### src/rtl/rx_token_decoder.sv
// rx_token_decoder: decodes received link characters into NULL/FCT/N-Char/time-code
// events, tracks receive credit and latches sticky parity, escape and credit errors.
module rx_token_decoder (
    input  logic       posedge_clk,
    input  logic       rx_reset,
    input  logic       char_valid,
    input  logic       is_control,
    input  logic [2:0] control_p_r,
    input  logic [8:0] dta_timec_p,
    input  logic       parity_rec_c,
    input  logic       parity_rec_c_gen,
    input  logic       parity_rec_d,
    input  logic       parity_rec_d_gen,
    input  logic       fct_sent,
    output logic       rx_got_null,
    output logic       rx_got_fct,
    output logic       rx_got_nchar,
    output logic       rx_got_time_code,
    output logic [8:0] rx_data_out,
    output logic       rx_data_valid,
    output logic [7:0] rx_time_out,
    output logic       rx_tick_out,
    output logic [5:0] rx_credit,
    output logic       rx_error_parity,
    output logic       rx_error_esc,
    output logic       rx_error_credit
);
    typedef enum logic [1:0] {WAIT_NULL, RUN, ESC_PEND, ERROR} state_t;
    state_t     state_q, state_d;
    logic       null_seen_q, null_seen_d, first_q, first_d;
    logic       got_null_q, got_null_d, got_fct_q, got_fct_d, got_nchar_q, got_nchar_d;
    logic       got_tc_q, got_tc_d, valid_q, valid_d;
    logic [8:0] data_q, data_d;
    logic [7:0] time_q, time_d;
    logic [5:0] credit_q, credit_d;
    logic       err_par_q, err_par_d, err_esc_q, err_esc_d, err_cred_q, err_cred_d;
    logic [1:0] code;
    logic       par_err, is_esc, is_fct, fct_ok;
    always_comb begin
        code        = control_p_r[1:0];
        par_err     = is_control ? (parity_rec_c != parity_rec_c_gen) : (parity_rec_d != parity_rec_d_gen);
        is_esc      = is_control && code == 2'b11;
        is_fct      = is_control && code == 2'b00;
        fct_ok      = fct_sent && credit_q <= 6'd48 && state_q != ERROR;
        state_d     = state_q;
        null_seen_d = null_seen_q;
        first_d     = first_q;
        got_null_d  = 1'b0;
        got_fct_d   = 1'b0;
        got_nchar_d = 1'b0;
        got_tc_d    = 1'b0;
        valid_d     = 1'b0;
        data_d      = data_q;
        time_d      = time_q;
        err_par_d   = err_par_q;
        err_esc_d   = err_esc_q;
        err_cred_d  = err_cred_q;
        if (char_valid && state_q != ERROR) begin
            first_d = 1'b0;
            if (par_err && !first_q) begin
                err_par_d = 1'b1;
                state_d   = ERROR;
            end else begin
                case (state_q)
                    WAIT_NULL: state_d = is_esc ? ESC_PEND : WAIT_NULL;
                    RUN: begin
                        if (is_esc)
                            state_d = ESC_PEND;
                        else if (is_fct)
                            got_fct_d = 1'b1;
                        else if (credit_q == 6'd0 && !fct_ok) begin
                            err_cred_d = 1'b1;
                            state_d    = ERROR;
                        end else begin
                            valid_d     = 1'b1;
                            got_nchar_d = 1'b1;
                            data_d      = is_control ? {1'b1, 7'd0, code[1]} : {1'b0, dta_timec_p[7:0]};
                        end
                    end
                    ESC_PEND: begin
                        if (is_fct) begin
                            got_null_d  = 1'b1;
                            null_seen_d = 1'b1;
                            state_d     = RUN;
                        end else if (!is_control) begin
                            // a time-code is only meaningful once the link has seen a NULL
                            time_d   = null_seen_q ? dta_timec_p[7:0] : time_q;
                            got_tc_d = null_seen_q;
                            state_d  = null_seen_q ? RUN : WAIT_NULL;
                        end else begin
                            err_esc_d = 1'b1;
                            state_d   = ERROR;
                        end
                    end
                    default: state_d = state_q;
                endcase
            end
        end
        credit_d = credit_q + (fct_ok ? 6'd8 : 6'd0) - (valid_d ? 6'd1 : 6'd0);
    end
    always_ff @(posedge posedge_clk or posedge rx_reset) begin
        if (rx_reset) begin
            state_q     <= WAIT_NULL;
            null_seen_q <= 1'b0;
            first_q     <= 1'b1;
            got_null_q  <= 1'b0;
            got_fct_q   <= 1'b0;
            got_nchar_q <= 1'b0;
            got_tc_q    <= 1'b0;
            valid_q     <= 1'b0;
            data_q      <= 9'd0;
            time_q      <= 8'd0;
            credit_q    <= 6'd0;
            err_par_q   <= 1'b0;
            err_esc_q   <= 1'b0;
            err_cred_q  <= 1'b0;
        end else begin
            state_q     <= state_d;
            null_seen_q <= null_seen_d;
            first_q     <= first_d;
            got_null_q  <= got_null_d;
            got_fct_q   <= got_fct_d;
            got_nchar_q <= got_nchar_d;
            got_tc_q    <= got_tc_d;
            valid_q     <= valid_d;
            data_q      <= data_d;
            time_q      <= time_d;
            credit_q    <= credit_d;
            err_par_q   <= err_par_d;
            err_esc_q   <= err_esc_d;
            err_cred_q  <= err_cred_d;
        end
    end
    assign rx_got_null      = got_null_q;
    assign rx_got_fct       = got_fct_q;
    assign rx_got_nchar     = got_nchar_q;
    assign rx_got_time_code = got_tc_q;
    assign rx_tick_out      = got_tc_q;
    assign rx_data_valid    = valid_q;
    assign rx_data_out      = data_q;
    assign rx_time_out      = time_q;
    assign rx_credit        = credit_q;
    assign rx_error_parity  = err_par_q;
    assign rx_error_esc     = err_esc_q;
    assign rx_error_credit  = err_cred_q;
endmodule

### config.mk
export PLATFORM = sky130hd
export DESIGN_NAME = rx_token_decoder
export DESIGN_NICKNAME = d
export VERILOG_FILES = /design/src/rtl/rx_token_decoder.sv
export SDC_FILE = /design/constraint.sdc
export NUM_CORES = 1
export LEC_CHECK = 0
export CAP_MARGIN = 0
export CORE_ASPECT_RATIO = 0.6
export CORE_MARGIN = 1.5
export CORE_UTILIZATION = 42
export CTS_CLUSTER_DIAMETER = 120
export DETAILED_ROUTE_END_ITERATION = 7
export PLACE_DENSITY = 0.73
export SLEW_MARGIN = 20
export SYNTH_ARGS = -nofsm -noshare
export SYNTH_HDL_FRONTEND = slang
export SYNTH_SLANG_ARGS = --single-unit
### constraint.sdc
create_clock -name posedge_clk -period 2.7 [get_ports posedge_clk]
set_clock_uncertainty 0.2 [all_clocks]
set_input_delay 0.27 -clock posedge_clk [delete_from_list [all_inputs] [get_ports posedge_clk]]
set_output_delay 0.27 -clock posedge_clk [all_outputs]
set_load 0.005 [all_outputs]
==> impl_metrics.py, run 1 <==
metrics = {
    "global_route": {
        "grt_first_pass_wirelength_um": 6065,
        "antenna_found_initial": 0,
        "grt_usage_pct": 17.75,
        "grt_start_max_net_pins": 35,
        "grt_overflow": 0,
        "grt_pass1_vias": 1315,
    },
    "critical_path": {
        "reg2reg_to": "rx_credit[5]$_DFF_PP0_",
        "worst_setup_path_end_kind": "flip-flop",
        "cp_max_fo": 3,
        "cp.required_ns": 2.70,
        "crit_arrival_ns": 2.59,
        "startpoint": "first_q$_DFFE_PP1P_",
        "reg2regPathDepth": 11,
        "ff2ff_setup_slack_ns": 0.11,
        "r2r-start": "first_q$_DFFE_PP1P_",
        "path_class": "flip-flop to flip-flop",
        "startpoint_type": "flip-flop",
    },
    "floorplanning": {
        "io_pins": 53,
        "start_util_pct": 43.62,
        "core_area_um2": 4076,
        "die_height_um": 53.40,
        "row_count": 18,
        "die_area_um2": 4646,
        "dieWidth_um": 87.00,
    },
    "detailed_routing": {
        "wl_per_cell_um": 14.05,
        "drt_iter0_drc": 36,
        "ant_nets": 0,
        "num_vias": 1298,
        "drt-pass1-iter-count": 4,
        "avgViaCountPerCell": 4.737,
        "drc_errors": 0,
        "drt_wl_total_um": 3849,
    },
    "clock_tree": {
        "cts_tree": "built",
        "htreeDepth": 2,
        "postCtsHoldBufs": 0,
        "clock-sinks": 34,
        "path_clk_slew_ns": 0.07,
        "insertion_delay_ns": 0.29,
        "cts_buffers": 5,
        "cts_root_buffer": "clkbuf_8",
        "clock_path_buffers": 2,
    },
    "timing": {
        "slew_headroom_pct": 71.78,
        "timing.fmax_mhz": 386.4,
        "period_share_pct": 95.86,
        "finalHoldViolCount": 0,
        "drv_slew": 0,
        "setup_viol": 0,
        "finalCriticalPeriod_ns": 2.588,
        "final.setup.tns_ns": 0,
        "worstMarginPinSlew_ns": 0.4234,
    },
    "place": {
        "gp_congestion": 0.8817,
        "hpwlAfterDp_um": 2934,
        "port_buffers": 50,
        "place_inst": 263,
        "placed_area_um2": 2415,
    },
    "synth": {
        "ys_seq_elements": 34,
        "yosysUniqueCellTypes": 41,
        "synth_area_um2": 1778,
        "synth_warnings": 0,
        "avgSynthCellArea_um2": 12.18,
        "ys_seq_area_share_pct": 47.92,
        "syn_inst": 146,
        "synth_nets": 180,
    },
    "finish": {
        "n_antenna_cell": 0,
        "fin_nets": 247,
        "layout_commonest_cell": "clkdlybuf4s50_1",
        "multi_input_area_um2": 853.3,
        "fillers": 329,
        "syn2layout_area_growth_pct": 43.70,
        "utilization_pct": 62.68,
        "stdcell_area_um2": 2555,
        "register_area_um2": 852.1,
        "drive_above_1_share_pct": 26.64,
        "final_cell_mix": "clkdlybuf4s50_1, dfrtp_1, mux2_2, inv_1, buf_4",
        "final_cells": 274,
    },
    "power_and_ir_drop": {
        "power.leakage_nw": 1.239,
        "pwr_density_cell_nw_per_um2": 872.9,
        "vdd_drop_max_mv": 0.3656,
    },
    "run": {
        "maxCapViolations": 0,
    },
    "status": {
        "outcome": "completed",
    },
    "min_path": {
        "hold_class": "input port to asynchronous set/reset pin",
    },
}
critical path, cell delays in order, from the launching register on:
cell,delay (ns)
dfstp_2,0.57
nor2_2,0.06
a22oi_4,0.22
nand4b_4,0.13
inv_2,0.07
ha_1,0.14
inv_1,0.05
ha_2,0.18
fa_2,0.37
a21o_1,0.20
a21oi_2,0.15
xor2_1,0.16
power breakdown:
group | internal, mW | switching [mW]
combinational | 0.619 | 0.435
clock | 0.205 | 0.185
sequential | 0.673 | 0.113
total | 1.50 | 0.734
cell type report:
cell class / count / area share, %
Clock buffer: 6 / 3.232
Clock inverter: 2 / 0.4897
Inverter: 17 / 2.498
Multi-Input combinational cell: 90 / 33.40
Sequential cell: 34 / 33.35
Tap cell: 60 / 2.938
Timing Repair Buffer: 65 / 24.09
kinds of logic after synthesis:
family	Yosys count	share of synthesized area, %
AOI/OAI and AO/OA	22	9.571
xor gates and xnor gates	5	2.463
adders and majority gates	13	9.571
buffers and inverters	22	5.559
DFF	34	47.92
muxes	20	12.74
and+or+nand+nor	30	12.17
Yosys cell counts (all sizes together):
library cell	instances	area share (%)
nand2	4	0.84
nand3	4	1.1
a22oi	1	1.2
dfrtp	33	46
nor2	3	0.77
and3	1	0.35
o21a	2	0.84
a21oi	5	1.4
nor2b	8	3.2
xnor2	1	0.49
inv	17	3.6
dfstp	1	1.5
a22o	1	0.49
a21o	3	1.3
xor2	4	2.0
and2b	3	1.3
mux2i	2	1.1
nand4	2	1.5
clkbuf	1	0.21
nand2b	1	0.35
nor3	1	0.28
nor4	1	0.70
o31a	1	0.49
o21ai	2	0.77
and2	1	0.35
a221oi	1	0.49
fa	1	1.1
o211ai	1	0.42
buf	4	1.8
o2bb2ai	1	0.49
nand4b	1	1.3
ha	12	8.4
o21bai	4	1.7
mux2	18	12
state kept, by name, summed over array words and instances (netlist names):
signal and count:
rx_data_out 9, rx_time_out 8, rx_credit 6, state_q 2
first_q 1, null_seen_q 1, rx_data_valid 1, rx_error_credit 1
rx_error_esc 1, rx_error_parity 1, rx_got_fct 1, rx_got_null 1
rx_got_time_code 1
layer usage:
metal / track usage (%) / part of all wire [%] / up-vias
met3: 6.084 / 4.8 / 7
met1: 21.31 / 45 / 630
li1: - / - / 629
met2: 28.55 / 49 / 32
met4: 9.140 / 1.5 / 0
met5: 0 / 0 / -
per-stage QoR:
stage	worst slack (ns)	total power [mW]	hold slack (ns)
3_5_place_dp	-0.1742	1.813	0.2478
5_1_grt	-0.02891	2.403	0.2158
4_1_cts	0.02185	2.210	0.1881
6_report	0.1118	2.230	0.1728
2_1_floorplan	0.005309	1.339	0.2109
3_3_place_gp	-0.1008	1.739	0.2406
worst max-delay path by stage:
stage | end | slack (ns) | depth (start not counted)
after floorplan | rx_credit[5]$_DFF_PP0_ | 0.005 | 13
after global routing | rx_credit[5]$_DFF_PP0_ | -0.03 | 11
after detailed placement | rx_credit[5]$_DFF_PP0_ | -0.17 | 12
after global placement | rx_credit[5]$_DFF_PP0_ | -0.10 | 12
final | rx_credit[5]$_DFF_PP0_ | 0.11 | 11
after CTS | rx_credit[5]$_DFF_PP0_ | 0.02 | 12
repair_timing:
item,4_1_cts,5_1_grt
endpoints found under the setup margin,0,1
resized for setup,0,6
setup buffers,0,3
Note: power is estimated with default switching activity, not from simulation.
==> inputs of run 2 (changes only) <==
Settings changed: CORE_MARGIN 1.5 to 2, PLACE_DENSITY 0.73 to 0.75.
==> run 2 against run 1 <==
Compared with the run above: final area increased by 0.39%; via count increased by 1.5%; clock power increased by 21%; clock-buffer cell count unchanged; sequential power increased by 0.5%; register-to-register slack improved by 0.02 ns; global-route usage decreased by 0.11 points; sequential share of layout area decreased by 0.13 points; core utilization increased by 0.25 points; critical path depth increased by 1; critical endpoint unchanged; highest routed layer unchanged.
==> impl_metrics.py, run 2 (same netlist as run 1, synthesis figures left out) <==
metrics = {
    "critical_path": {
        "cp_max_fo": 2,
        "crit_arrival_ns": 2.58,
        "critPathBufInv": 3,
        "startpoint": "parity_rec_d_gen",
        "startpoint_type": "input port",
        "cp.required_ns": 2.70,
        "cp_slowest_cell": "clkdlybuf4s50_1",
        "worst_setup_path_end_kind": "flip-flop",
        "crit_family": "adder cells",
        "critPathMaxStageDelay_ns": 0.41,
        "worstPathCellList": "clkdlybuf4s50_1 -> xor2_1 -> a22oi_4 -> nand4b_4 -> inv_2 -> ha_1 -> inv_1 -> ha_2 -> fa_2 -> a21o_1 -> a21oi_2 -> xor2_1",
        "r2r-start": "first_q$_DFFE_PP1P_",
        "cp_common_cell": "xor2_1",
        "path_class": "input port to flip-flop",
    },
    "clock_tree": {
        "cts_buffers": 5,
        "htreeDepth": 2,
        "clock-sinks": 34,
        "cts_tree": "built",
        "insertion_delay_ns": 0.28,
        "path_clk_slew_ns": 0.06,
        "cts_root_buffer": "clkbuf_8",
        "clock_path_buffers": 2,
    },
    "detailed_routing": {
        "drc_errors": 0,
        "drt-pass1-iter-count": 3,
        "wl_per_cell_um": 14.00,
        "num_vias": 1318,
        "drt_iter0_drc": 15,
        "ant_nets": 0,
        "drt_wl_total_um": 3808,
        "avgViaCountPerCell": 4.846,
    },
    "floorplanning": {
        "dieWidth_um": 88.00,
        "start_util_pct": 43.62,
        "die_height_um": 54.40,
        "io_pins": 53,
        "die_area_um2": 4787,
        "row_count": 18,
        "core_area_um2": 4076,
    },
    "finish": {
        "syn2layout_area_growth_pct": 44.26,
        "fillers": 310,
        "fin_nets": 246,
        "drive_above_1_share_pct": 26.89,
        "layout_commonest_cell": "clkdlybuf4s50_1",
        "multi_input_area_um2": 855.8,
        "final_cell_mix": "clkdlybuf4s50_1, dfrtp_1, mux2_2, inv_1, buf_4",
        "register_area_um2": 852.1,
        "largest_register_ffs": 9,
        "n_antenna_cell": 0,
    },
    "timing": {
        "worstMarginPinSlew_ns": 0.4246,
        "holdWs_ns": 0.1943,
        "rsz0062_at_grt": "no",
        "finalCriticalPeriod_ns": 2.579,
        "finalHoldViolCount": 0,
        "period_share_pct": 95.52,
        "drv_slew": 0,
        "slew_headroom_pct": 71.69,
        "setup_viol": 0,
        "timing.fmax_mhz": 387.7,
    },
    "place": {
        "gp_congestion": 0.9698,
        "hpwlAfterDp_um": 2893,
        "port_buffers": 50,
    },
    "power_and_ir_drop": {
        "vdd_drop_max_mv": 0.3882,
        "power.leakage_nw": 1.232,
        "pwr_density_cell_nw_per_um2": 902.2,
        "power.total_mw": 2.314,
    },
    "status": {
        "outcome": "completed",
    },
    "global_route": {
        "antenna_found_initial": 0,
        "grt_start_max_net_pins": 35,
        "grt_usage_pct": 17.64,
        "grt_overflow": 0,
        "grt_first_pass_wirelength_um": 6299,
        "grt_pass1_vias": 1329,
    },
    "run": {
        "maxCapViolations": 0,
    },
    "min_path": {
        "hold_class": "input port to asynchronous set/reset pin",
    },
}
==> run 2: cell types whose count changed in the layout (fill, tap and decap cells not counted), sizes merged <==
cell           delta
clkinvlp          -1
clkinv            -1
clkdlybuf4s50     +1
dlymetal6s2s      -1
buf               -1
bufinv            +1
==> run 2: through the flow <==
step	utilization (%)	setup WS [ns]	setup TNS [ns]	area [µm²]	std cells
4_1_cts	62.00	0.01390	0	2527	270
3_3_place_gp	59.24	-0.1076	-0.1076	2415	263
3_5_place_dp	59.24	-0.1873	-0.1873	2415	263
6_report	62.92	0.1210	0	2565	272
5_1_grt	62.92	0.01110	0	2565	272
2_1_floorplan	-	0.005309	0	1787	146
==> run 2: path summary, 6_finish.rpt <==
check	end	slack, ns	cells after the start
max	rx_credit[5]$_DFF_PP0_	0.12	12
min	rx_credit[2]$_DFF_PP0_	0.19	3
max reg2reg	rx_credit[5]$_DFF_PP0_	0.13	11
min reg2reg	rx_error_parity$_DFFE_PP0P_	0.27	1
max in group asynchronous	first_q$_DFFE_PP1P_	1.78	3
min in group posedge_clk	rx_error_parity$_DFFE_PP0P_	0.27	1
==> run 2: power breakdown <==
| part | switching [mW] | internal (mW) |
|---|---|---|
| Combinational | 0.433 | 0.619 |
| Clock | 0.177 | 0.295 |
| Sequential | 0.116 | 0.673 |
==> run 2: layout make-up <==
cell class	instances	share of cell area, %
repair buffers	64	23.61
clock inverters	1	1.171
multi-input cells	90	33.37
inverters	17	2.488
clock buffers	6	3.220
well taps	60	2.927
flip-flops and latches	34	33.22
==> run 2: layer usage <==
metal	up-vias	share of wire, %	track usage [%]
met1	647	50	24.19
met4	0	1.3	4.359
met3	7	5.5	5.128
met2	41	43	27.90
met5	-	0	0
li1	623	-	-
==> run 2: worst min-delay path: stages <==
cell and delay, ns:
clkdlybuf4s50_1 0.40, inv_1 0.06, buf_4 0.37
==> run 2: timing repair <==
| action | 4_1_cts | 5_1_grt |
|---|---|---|
| resized for setup | 0 | 7 |
| hold buffers | 0 | 0 |
| buffers inserted | 0 | 2 |
| endpoints found under the setup margin | 0 | 1 |
==> edit: new RTL, flow settings as in run 1 <==
Take the reset off `data_q` and load it in a clocked block of its own.
--- a/src/rtl/rx_token_decoder.sv
+++ b/src/rtl/rx_token_decoder.sv
@@ -108,7 +108,6 @@
             got_nchar_q <= 1'b0;
             got_tc_q    <= 1'b0;
             valid_q     <= 1'b0;
-            data_q      <= 9'd0;
             time_q      <= 8'd0;
             credit_q    <= 6'd0;
             err_par_q   <= 1'b0;
@@ -123,13 +122,16 @@
             got_nchar_q <= got_nchar_d;
             got_tc_q    <= got_tc_d;
             valid_q     <= valid_d;
-            data_q      <= data_d;
             time_q      <= time_d;
             credit_q    <= credit_d;
             err_par_q   <= err_par_d;
             err_esc_q   <= err_esc_d;
             err_cred_q  <= err_cred_d;
         end
+    end
+
+    always_ff @(posedge posedge_clk) begin
+        data_q <= data_d;
     end
     assign rx_got_null      = got_null_q;
     assign rx_got_fct       = got_fct_q;
Behaviour: differs if rx_reset is asserted again (counterexample within 4 cycles, from zero or initial values and one cycle with rx_reset high); with rx_reset held inactive, the same outputs for 10 cycles.
==> edit against run 1 <==
  * The run now ends with DRC left
  * Area after synthesis is 3.8% lower
  * Wire length is 6.6% higher
  * Hold slack worse by 0.027 ns
  * Fmax is 1.0% lower
  * Worst setup slack worse by 0.027 ns
  * Power is 3.7% lower
  * Design area is 1.3% higher
  * Sequential share of layout area is 1.3 points higher
  * Sequential cell count stayed put
  * Global-route usage is 1.3 points higher
==> edit: results <==
[power_and_ir_drop]
p_leak_nw = 1.19
p_sw_w = 0.000673
vdd_ir_drop_max_v = 0.000423

[synth]
yosysWarnings = 0
synth_common_cells = "dfrtp_1, inv_1, ha_1, edfxtp_1, a32o_1"
ys_seq_area_frac = 0.525
synth-edff-count = 9
ys_types = 43
synth_fp_nets = 174
synthTopCellsByArea = "dfrtp_1, edfxtp_1, ha_1, inv_1, a32o_1"
async_reset_ff_frac = 0.735

[setup_path]
startpoint = "parity_rec_c_gen"
path_max_fanout = 2
r2r_start = "state_q[0]"
worst_path_max_delay_cell = "clkdlybuf4s50_1"
slowest_delay_ns = 0.44
ff2ff_setup_slack_ns = 0.10
worstPathArrival_ns = 2.62
cp_top_family = "buffers and inverters"

[grt]
grt_pass1_wl_um = 6330
grt_max_degree = 26
track_usage = 0.191
antenna_found_initial = 0

[final_layout]
largest_reg_flops = 9
drive_above_1_share = 0.237
nets = 248
antenna_cells = 0

[clock_tree]
cts_made_buffers = 5
clkSlewWorstSetupHoldPaths_ns = 0.07
clk_path_buf_depth = 2
h-tree-depth = 2
cts_root_buffer = "clkbuf_8"
clk_latency_ns = 0.28

[outcome]
status = "complete, but fails checks"
violations = "DRC"

[placement]
io_buffers = 50
hpwl_um = 3170
routabilityCongestion = 0.875

[drt]
drcViolationCount = 5
wl_per_cell_um = 15.7
drt-pass1-iter-count = 6
vias = 1344
drt_iter0_markers = 70

[timing]
post-route-min-period_ns = 2.62
whs_ns = 0.146
worstMarginPinSlew_ns = 0.361

[hold_path]
hp-class = "in2async"
## edit: per-stage QoR
stage	setup WS, ns	instances	cell area (µm²)
2_1_floorplan	0.0569	140	1710
3_3_place_gp	-0.268	251	2380
3_5_place_dp	-0.457	251	2380
4_1_cts	0.00297	260	2550
5_1_grt	-0.0236	262	2590
6_report	0.0843	262	2590
## edit: layer usage
metal  vias to the layer above  global-route usage  routed length [µm]  part of all wire
met5                         -                   0                   0                 0
met4                         0              0.0538                  44             0.011
met3                         9              0.0472                 243             0.059
met2                        44               0.332                1950              0.47
met1                       650               0.241                1870              0.45
li1                        641                   -                   -                 -
## edit: worst reg2reg max path: stages, from the launching register on
cell and delay [ns]:
dfrtp_1 0.38, ha_1 0.21, nand2b_1 0.16, a21o_1 0.21
nor3_4 0.19, ha_2 0.18, inv_1 0.04, ha_2 0.17
inv_2 0.06, fa_2 0.20, inv_1 0.04, a21o_1 0.16
a21oi_2 0.16, xor2_1 0.17
## edit: cell families (layout without fill, tap and decap cells)
family | Yosys count | in the layout | synth area share
AOI/OAI and AO/OA | 29 | 29 | 0.143
buffers and inverters | 24 | 99 | 0.0578
xor gates and xnor gates | 5 | 5 | 0.0300
and+or+nand+nor | 30 | 30 | 0.105
adders and majority gates | 13 | 13 | 0.0995
DFF | 34 | 34 | 0.525
muxes | 5 | 5 | 0.0402
## edit: timing repair
item,CTS,global route
buffers inserted,1,2
hold buffers,0,0
resized for setup,6,8
hold endpoints to repair,0,0
pin swaps,2,7
endpoints found under the setup margin,1,1
## edit: power groups by stage
| stage | clock network (W) | logic [W] | registers, W |
|---|---|---|---|
| floorplan | 0 | 0.000472 | 0.000701 |
| global placement | 0 | 0.000803 | 0.000692 |
| detailed placement | 0 | 0.000849 | 0.000696 |
| CTS | 0.000545 | 0.000876 | 0.000688 |
| global route | 0.000578 | 0.00102 | 0.000699 |
| finish | 0.000536 | 0.000921 | 0.000689 |
## edit: cell type report
| type | count | area, µm² |
|---|---|---|
| repair buffers | 71 | 663 |
| fillers | 265 | 1200 |
| well taps | 47 | 58.8 |
| clock buffers | 7 | 108 |
| clock inverters | 1 | 30.0 |
| flip-flops and latches | 34 | 897 |
| multi-input cells | 82 | 757 |
| inverters | 20 | 75.1 |
## edit: worst paths after layout
kind / end / depth (start not counted)
worst min register to register: rx_error_parity / 1
min in group posedge_clk: rx_error_parity / 1
worst max register to register: rx_credit[5] / 13
worst min-delay path: rx_time_out[0] / 3
max in group asynchronous: first_q / 3
worst max-delay path: rx_credit[5] / 14
